--- src/rtl/vga_timing_gen.sv ---
// vga_timing_gen: raster timing generator for 800x600 @ 60 Hz (40 MHz pixel clock).
// Produces pixel/line counters, sync, blanking and per-frame marker pulses,
// all registered on the same edge so every output describes the same pixel.
// Optional feature macro: VGA_TIMING_FRAME_CNT_EN enables the completed-frame
// counter on frame_cnt; without it frame_cnt is tied to zero.
module vga_timing_gen #(
  parameter int   H_ACTIVE = 800,
  parameter int   H_FP     = 40,
  parameter int   H_SYNC   = 128,
  parameter int   H_BP     = 88,
  parameter int   V_ACTIVE = 600,
  parameter int   V_FP     = 1,
  parameter int   V_SYNC   = 4,
  parameter int   V_BP     = 23,
  parameter logic HS_POL   = 1'b1,
  parameter logic VS_POL   = 1'b1
) (
  input  logic        pclk,
  input  logic        rst,
  output logic [10:0] hcount,
  output logic [10:0] vcount,
  output logic        hsync,
  output logic        vsync,
  output logic        hblnk,
  output logic        vblnk,
  output logic        frame_start,
  output logic        vblnk_start,
  output logic [15:0] frame_cnt
);

  localparam int H_TOTAL = H_ACTIVE + H_FP + H_SYNC + H_BP;
  localparam int V_TOTAL = V_ACTIVE + V_FP + V_SYNC + V_BP;

  // Width-adjusted comparison constants for the 11-bit counters
  localparam logic [10:0] H_LAST   = 11'(H_TOTAL - 1);
  localparam logic [10:0] V_LAST   = 11'(V_TOTAL - 1);
  localparam logic [10:0] H_ACT    = 11'(H_ACTIVE);
  localparam logic [10:0] V_ACT    = 11'(V_ACTIVE);
  localparam logic [10:0] HS_BEG   = 11'(H_ACTIVE + H_FP);
  localparam logic [10:0] HS_END   = 11'(H_ACTIVE + H_FP + H_SYNC);
  localparam logic [10:0] VS_BEG   = 11'(V_ACTIVE + V_FP);
  localparam logic [10:0] VS_END   = 11'(V_ACTIVE + V_FP + V_SYNC);

  logic [10:0] r_hcount;
  logic [10:0] r_vcount;
  logic        r_hsync;
  logic        r_vsync;
  logic        r_hblnk;
  logic        r_vblnk;
  logic        r_frame_start;
  logic        r_vblnk_start;

  logic [10:0] w_h_next;
  logic [10:0] w_v_next;
  logic        w_h_wrap;
  logic        w_hs_act;
  logic        w_vs_act;
  logic        w_hb_next;
  logic        w_vb_next;
  logic        w_fs_next;
  logic        w_vbs_next;

  // Next-state counters and flag decode from the next counter values
  always_comb begin
    w_h_wrap = (r_hcount == H_LAST);
    w_h_next = r_hcount + 11'd1;
    w_v_next = r_vcount;
    if (w_h_wrap) begin
      w_h_next = 11'd0;
      if (r_vcount == V_LAST) begin
        w_v_next = 11'd0;
      end else begin
        w_v_next = r_vcount + 11'd1;
      end
    end else begin
      w_v_next = r_vcount;
    end
    w_hs_act   = (w_h_next >= HS_BEG) && (w_h_next < HS_END);
    w_vs_act   = (w_v_next >= VS_BEG) && (w_v_next < VS_END);
    w_hb_next  = (w_h_next >= H_ACT);
    w_vb_next  = (w_v_next >= V_ACT);
    w_fs_next  = (w_h_next == 11'd0) && (w_v_next == 11'd0);
    w_vbs_next = (w_h_next == 11'd0) && (w_v_next == V_ACT);
  end

  // Counters and all flags registered together so they stay aligned
  always_ff @(posedge pclk or negedge rst) begin
    if (!rst) begin
      r_hcount      <= 11'd0;
      r_vcount      <= 11'd0;
      r_hsync       <= ~HS_POL;
      r_vsync       <= ~VS_POL;
      r_hblnk       <= 1'b0;
      r_vblnk       <= 1'b0;
      r_frame_start <= 1'b0;
      r_vblnk_start <= 1'b0;
    end else begin
      r_hcount      <= w_h_next;
      r_vcount      <= w_v_next;
      r_hsync       <= w_hs_act ? HS_POL : ~HS_POL;
      r_vsync       <= w_vs_act ? VS_POL : ~VS_POL;
      r_hblnk       <= w_hb_next;
      r_vblnk       <= w_vb_next;
      r_frame_start <= w_fs_next;
      r_vblnk_start <= w_vbs_next;
    end
  end

`ifdef VGA_TIMING_FRAME_CNT_EN
  logic [15:0] r_frame_cnt;

  // Completed-frame counter, bumps on the edge that raises frame_start
  always_ff @(posedge pclk or negedge rst) begin
    if (!rst) begin
      r_frame_cnt <= 16'd0;
    end else if (w_fs_next) begin
      r_frame_cnt <= r_frame_cnt + 16'd1;
    end else begin
      r_frame_cnt <= r_frame_cnt;
    end
  end

  assign frame_cnt = r_frame_cnt;
`else
  assign frame_cnt = 16'd0;
`endif

  assign hcount      = r_hcount;
  assign vcount      = r_vcount;
  assign hsync       = r_hsync;
  assign vsync       = r_vsync;
  assign hblnk       = r_hblnk;
  assign vblnk       = r_vblnk;
  assign frame_start = r_frame_start;
  assign vblnk_start = r_vblnk_start;

endmodule

--- config.mk ---
export PLATFORM = sky130hd
export DESIGN_NAME = vga_timing_gen
export DESIGN_NICKNAME = d
export VERILOG_FILES = /design/src/rtl/vga_timing_gen.sv
export SDC_FILE = /design/constraint.sdc
export NUM_CORES = 1
export LEC_CHECK = 0
export ABC_AREA = 1
export BUFFER_PORTS_ARGS = -buffer_cell sky130_fd_sc_hd__buf_2
export CAP_MARGIN = 30
export CORE_ASPECT_RATIO = 2
export CORE_MARGIN = 4
export CORE_UTILIZATION = 53
export DETAILED_ROUTE_END_ITERATION = 6
export HOLD_SLACK_MARGIN = 0.03
export PLACE_DENSITY = 0.79
export SLEW_MARGIN = 20
export SYNTH_ARGS = -nofsm -noshare
export SYNTH_HDL_FRONTEND = slang
export SYNTH_SLANG_ARGS = --single-unit
--- constraint.sdc ---
create_clock -name pclk -period 2.3 [get_ports pclk]
set_input_delay 0.23 -clock pclk [delete_from_list [all_inputs] [get_ports pclk]]
set_output_delay 0.23 -clock pclk [all_outputs]
set_load 0.01 [all_outputs]
==> results of run 1 <==
==> how the worst max path moves through the flow <==
stage	to	cells past startpoint	start	slack, ns
2_1_floorplan	vsync$_DFF_PN0_	12	hcount[0]$_DFF_PN0_	0.51
3_3_place_gp	frame_start$_DFF_PN0_	11	hcount[0]$_DFF_PN0_	0.33
3_5_place_dp	frame_start$_DFF_PN0_	11	hcount[0]$_DFF_PN0_	0.32
4_1_cts	frame_start$_DFF_PN0_	11	hcount[0]$_DFF_PN0_	0.29
5_1_grt	frame_start$_DFF_PN0_	11	hcount[0]$_DFF_PN0_	0.04
6_report	vblnk_start$_DFF_PN0_	11	hcount[0]$_DFF_PN0_	0.31
==> area by class of cell <==
| type | instances | area (µm²) |
|---|---|---|
| fillers | 332 | 1320 |
| multi-input cells | 188 | 963 |
| flip-flops and latches | 28 | 701 |
| repair buffers | 30 | 155 |
| inverters | 34 | 128 |
| clock buffers | 3 | 41.3 |
| well taps | 32 | 40.0 |
| clock inverters | 1 | 30.0 |
==> stage by stage <==
stage,hold WS [ns],std cells
global route,0.567,316
detailed placement,0.293,311
finish,0.503,316
global placement,0.295,311
floorplan,-0.0656,266
CTS,0.526,316
==> worst reg2reg max path, cell delays in order (launching register included) <==
cell	delay (ns)
dfrtp_1	0.41
ha_1	0.22
nand2_2	0.11
nor2_4	0.19
nand3_2	0.17
inv_1	0.14
nand3_1	0.08
nand3_1	0.16
inv_1	0.08
nor2_1	0.13
nand4_1	0.13
nor2_1	0.11
==> kinds of logic (layout without fill, tap and decap cells) <==
family | count (synthesis) | after routing | synth area share
adder cells (fa/ha/maj) | 3 | 3 | 0.0202
other | 1 | 16 | 0.00202
XOR/XNOR | 4 | 4 | 0.0189
flip-flops | 28 | 28 | 0.378
buffers and inverters | 50 | 68 | 0.134
AO/OA/AOI/OAI | 12 | 12 | 0.0398
AND/OR/NAND/NOR | 153 | 153 | 0.408
==> power groups by stage <==
| stage | Clock [mW] | Combinational, mW | Sequential (mW) |
|---|---|---|---|
| after detailed placement | 0 | 0.0223 | 0.502 |
| after floorplan | 0 | 0.0315 | 0.502 |
| final | 0.386 | 0.0232 | 0.492 |
| after global routing | 0.418 | 0.0269 | 0.492 |
| after global placement | 0 | 0.0223 | 0.502 |
| after CTS | 0.397 | 0.0235 | 0.492 |
==> flip-flops by register name, summed over array words and instances, names as in the netlist <==
register     cells
frame_start      1
hblnk            1
hcount          11
hsync            1
vblnk            1
vblnk_start      1
vcount          11
vsync            1
==> Yosys cell counts, types with 2 or more instances <==
library cell and number:
nand4_1 6, buf_4 16, nand3b_1 2, nor2_2 6, dfrtp_1 28, o21ai_1 2, nor2_4 5, o21ai_2 3
nand3_1 27, nand2_1 58, xor2_1 3, nor2_1 27, ha_1 3, o21ai_0 6, inv_1 28, nand2_2 9
inv_2 6, nor3_1 7
==> repair_timing <==
action	CTS	global route
hold endpoints to repair	28	0
hold buffers	1	0
setup buffers	0	0
==> layer usage <==
metal,global-route usage,up-vias
met3,0.0211,12
met1,0.195,770
li1,-,827
met4,0.0993,0
met2,0.403,54
met5,0,-
==> impl_metrics.py, run 1 <==
metrics = {
    "yosys": {
        "synth_top_cell_by_area": "dfrtp_1",
        "avgSynthCellArea_um2": 7.39,
        "ys_seq_area_frac": 0.378,
        "synth-edff-count": 0,
        "ys_seq_elements": 28,
        "synth_top_area_frac": 0.378,
        "yosysUniqueCellTypes": 27,
        "syn_area_mm2": 0.00186,
        "ys_warn_count": 0,
        "syn_inst": 251,
        "synth_area_leaders": "dfrtp_1, nand2_1, nand3_1",
        "async_reset_ff_frac": 1.00,
        "synth_flop_cell": "dfrtp_1",
    },
    "power": {
        "power_mw": 0.901,
        "switching_power_mw": 0.174,
        "switching_share": 0.194,
        "clkPwrFrac": 0.428,
        "power_density_mw_per_mm2": 438,
        "seqPwrFrac": 0.546,
        "vdd_ir_drop_max_uv": 618,
        "power_leakage_nw": 1.10,
        "p_int_mw": 0.727,
        "combPwrFrac": 0.026,
    },
    "timing": {
        "tns_ns": 0,
        "hold_viol": 0,
        "finClkSkew_ns": 0.00753,
        "finalWorstSetupSlack_ns": 0.312,
        "fin_crit_sh": 0.864,
        "max_freq_mhz": 503,
        "worstMarginPinSlew_ns": 0.630,
        "fin_crit_ns": 1.99,
        "rsz0062_at_grt": "false",
        "slew_viol_final": 0,
        "relSlewSlack": 0.580,
        "setup_viol": 0,
    },
    "floorplan": {
        "fp-row-count": 30,
        "initial_core_util": 0.549,
        "die_w_um": 49.8,
        "coreArea_mm2": 0.00338,
        "dieArea_mm2": 0.00457,
        "io_pins": 46,
        "die_h_um": 91.7,
    },
    "cts": {
        "cts_tree": "done",
        "cts_resized": 0,
        "clk_latency_ns": 0.28,
        "root_buffer": "clkbuf_8",
        "cts_buffers": 3,
        "cts-htree-levels": 1,
        "cts.sinks": 28,
        "path_clk_slew_ns": 0.10,
        "clk_path_buf_depth": 2,
    },
    "grt": {
        "overflow": 0,
        "grt_start_max_net_pins": 29,
        "grt.total_usage": 0.203,
        "antenna_found_initial": 0,
        "grt_pass1_vias": 1646,
        "grt_pass1_wl_mm": 7.13,
    },
    "final_layout": {
        "utilization": 0.609,
        "final_common_cell": "nand2_1",
        "fin_area_mm2": 0.00206,
        "final_cell_mix": "nand2_1, buf_2, inv_1, dfrtp_1",
        "area_growth_syn_to_layout_pct": 10.9,
        "fin_nets": 290,
        "drive_gt1_frac": 0.236,
        "diodes": 0,
    },
    "placement": {
        "dp_slack_ns": 0.322,
        "place_congestion": 0.956,
        "place_area_mm2": 0.00198,
        "dp_hpwl_mm": 3.42,
        "port_buffers": 29,
    },
    "critical_path": {
        "cpMaxStageDelayCell": "dfrtp_1",
        "critPathKind": "reg -> reg",
        "worst-path-buf-inv": 2,
        "cp_top_family": "simple AND/OR/NAND/NOR gates",
        "cp_slowest_stage_delay_ns": 0.41,
        "cp.required_ns": 2.52,
        "worstReg2RegEnd": "vblnk_start$_DFF_PN0_",
        "reg2reg_depth": 11,
        "end_kind": "flip-flop",
        "path_max_fanout": 5,
        "reg2reg_slack_ns": 0.31,
        "worstSetupStartpointType": "flip-flop",
        "crit_arrival_ns": 2.20,
        "path_cells": "ha_1 > nand2_2 > nor2_4 > nand3_2 > inv_1 > nand3_1 > nand3_1 > inv_1 > nor2_1 > nand4_1 > nor2_1",
        "timing.rr.start": "hcount[0]$_DFF_PN0_",
    },
    "route": {
        "avgViaCountPerCell": 5.26,
        "first_pass_iters": 4,
        "dr_wl_met3_um": 195,
        "dr.max_layer_used": "met4",
        "wl_per_cell_um": 13.2,
        "drc": 0,
        "wl_met1_mm": 1.42,
        "met2_length_mm": 2.43,
        "vias": 1663,
        "ant_nets": 0,
        "drt-initial-drc-count": 74,
        "wirelength_mm": 4.18,
    },
    "flow_run": {
        "cap_viol_max_count": 0,
    },
    "min_path": {
        "hold_class": "in -> async",
    },
    "status": {
        "run_status": "complete, no violations",
    },
}
No activity file was read; power rests on OpenSTA's default activity.
==> run 2: changes to the inputs <==
Settings changed: MAX_ROUTING_LAYER set to met4.
==> impl_metrics.py, run 2 (synthesized netlist as in run 1, its figures left out) <==
metrics = {
    "timing": {
        "fin_crit_sh": 0.863,
        "max_freq_mhz": 504,
        "holdWs_ns": 0.509,
        "fin_crit_ns": 1.98,
        "finalWorstSetupSlack_ns": 0.315,
        "slew_viol_final": 0,
        "hold_viol": 0,
        "setup_viol": 0,
        "rsz0062_at_grt": "false",
        "finClkSkew_ns": 0.00481,
        "worstMarginPinSlew_ns": 0.646,
        "tns_ns": 0,
        "relSlewSlack": 0.569,
    },
    "route": {
        "wirelength_mm": 4.22,
        "wl_per_cell_um": 13.3,
        "first_pass_iters": 4,
        "drt-initial-drc-count": 74,
        "drc": 0,
        "vias": 1696,
        "avgViaCountPerCell": 5.37,
        "ant_nets": 0,
    },
    "grt": {
        "antenna_found_initial": 0,
        "grt.total_usage": 0.204,
        "met2_usage": 0.385,
        "grt_pass1_vias": 1601,
        "met1_usage": 0.193,
        "met3_usage": 0.0228,
        "grt_start_max_net_pins": 29,
        "grt_pass1_wl_mm": 7.00,
        "busiest_layer": "met2",
        "overflow": 0,
    },
    "floorplan": {
        "die_w_um": 49.8,
        "die_h_um": 91.7,
        "initial_core_util": 0.549,
        "dieArea_mm2": 0.00457,
        "coreArea_mm2": 0.00338,
        "fp-row-count": 30,
        "io_pins": 46,
    },
    "power": {
        "power_density_mw_per_mm2": 439,
        "power_leakage_nw": 1.10,
        "vdd_ir_drop_max_uv": 366,
        "power_mw": 0.903,
    },
    "cts": {
        "clk_path_buf_depth": 2,
        "cts-htree-levels": 1,
        "cts_buffers": 3,
        "clk_latency_ns": 0.28,
        "path_clk_slew_ns": 0.09,
        "cts_tree": "done",
        "cts.sinks": 28,
        "root_buffer": "clkbuf_8",
        "cts_resized": 0,
    },
    "final_layout": {
        "area_growth_syn_to_layout_pct": 10.9,
        "diodes": 0,
        "utilization": 0.609,
        "stdcell_count": 316,
        "fin_nets": 290,
        "final_cell_mix": "nand2_1, buf_2, inv_1, dfrtp_1",
        "final_common_cell": "nand2_1",
        "drive_gt1_frac": 0.236,
        "num-fill-cells": 332,
        "fin_area_mm2": 0.00206,
    },
    "placement": {
        "dp_hpwl_mm": 3.39,
        "dp_cells": 311,
        "dp_slack_ns": 0.298,
        "place_congestion": 0.977,
        "port_buffers": 29,
        "place_area_mm2": 0.00198,
    },
    "critical_path": {
        "critPathKind": "reg -> reg",
        "reg2reg_depth": 12,
        "worstSetupStartpointType": "flip-flop",
        "path_max_fanout": 5,
        "end_kind": "flip-flop",
        "crit_arrival_ns": 2.17,
        "cp.required_ns": 2.48,
    },
    "status": {
        "run_status": "complete, no violations",
    },
    "flow_run": {
        "cap_viol_max_count": 0,
    },
    "min_path": {
        "hold_class": "in -> async",
    },
}
## run 2: worst max-delay path, stage by stage, from the launching register on
cell and delay (ns):
dfrtp_1 0.41, ha_1 0.21, nand2_2 0.11, nor2_4 0.18, nand3_2 0.16, nor2_1 0.18, nand3_1 0.12, nand2_2 0.13
nand3_1 0.10, inv_1 0.10, nand3_1 0.07, nand2_1 0.07, nor2_1 0.03
## run 2: metal layers
metal	vias to the layer above	wire length, µm
met5	-	0
met4	0	167
met3	17	213
met2	70	2390
met1	779	1440
li1	830	-
## run 2: path summary, 6_finish.rpt
| path | startpoint | to | slack, ns |
|---|---|---|---|
| worst max-delay path | hcount[0]$_DFF_PN0_ | vsync$_DFF_PN0_ | 0.32 |
| worst min-delay path | rst | vcount[7]$_DFF_PN0_ | 0.51 |
| worst max register to register | hcount[0]$_DFF_PN0_ | vsync$_DFF_PN0_ | 0.32 |
| worst min register to register | hcount[0]$_DFF_PN0_ | hcount[0]$_DFF_PN0_ | 0.51 |
| max in group asynchronous | rst | hcount[1]$_DFF_PN0_ | 1.38 |
| min in group pclk | hcount[0]$_DFF_PN0_ | hcount[0]$_DFF_PN0_ | 0.51 |
## run 2: final cells by class
type                            count  area, µm²  share of cell area
Tap cell                           32       40.0              0.0195
Timing Repair Buffer               30        155              0.0754
Sequential cell                    28        701               0.340
Clock inverter                      1       30.0              0.0146
Multi-Input combinational cell    188        963               0.468
Clock buffer                        3       41.3              0.0201
Inverter                           34        128              0.0620
## run 2: where the power goes
group / switching (mW) / internal [mW] / total, mW
Combinational: 0.0218 / 0.00170 / 0.0235
Sequential: 0 / 0.492 / 0.492
Clock: 0.155 / 0.233 / 0.388
Total: 0.176 / 0.727 / 0.903
## run 2: timing repair
| item | CTS | global route |
|---|---|---|
| hold buffers | 1 | 0 |
| buffers inserted | 0 | 0 |
| endpoints found under the hold margin | 28 | 0 |
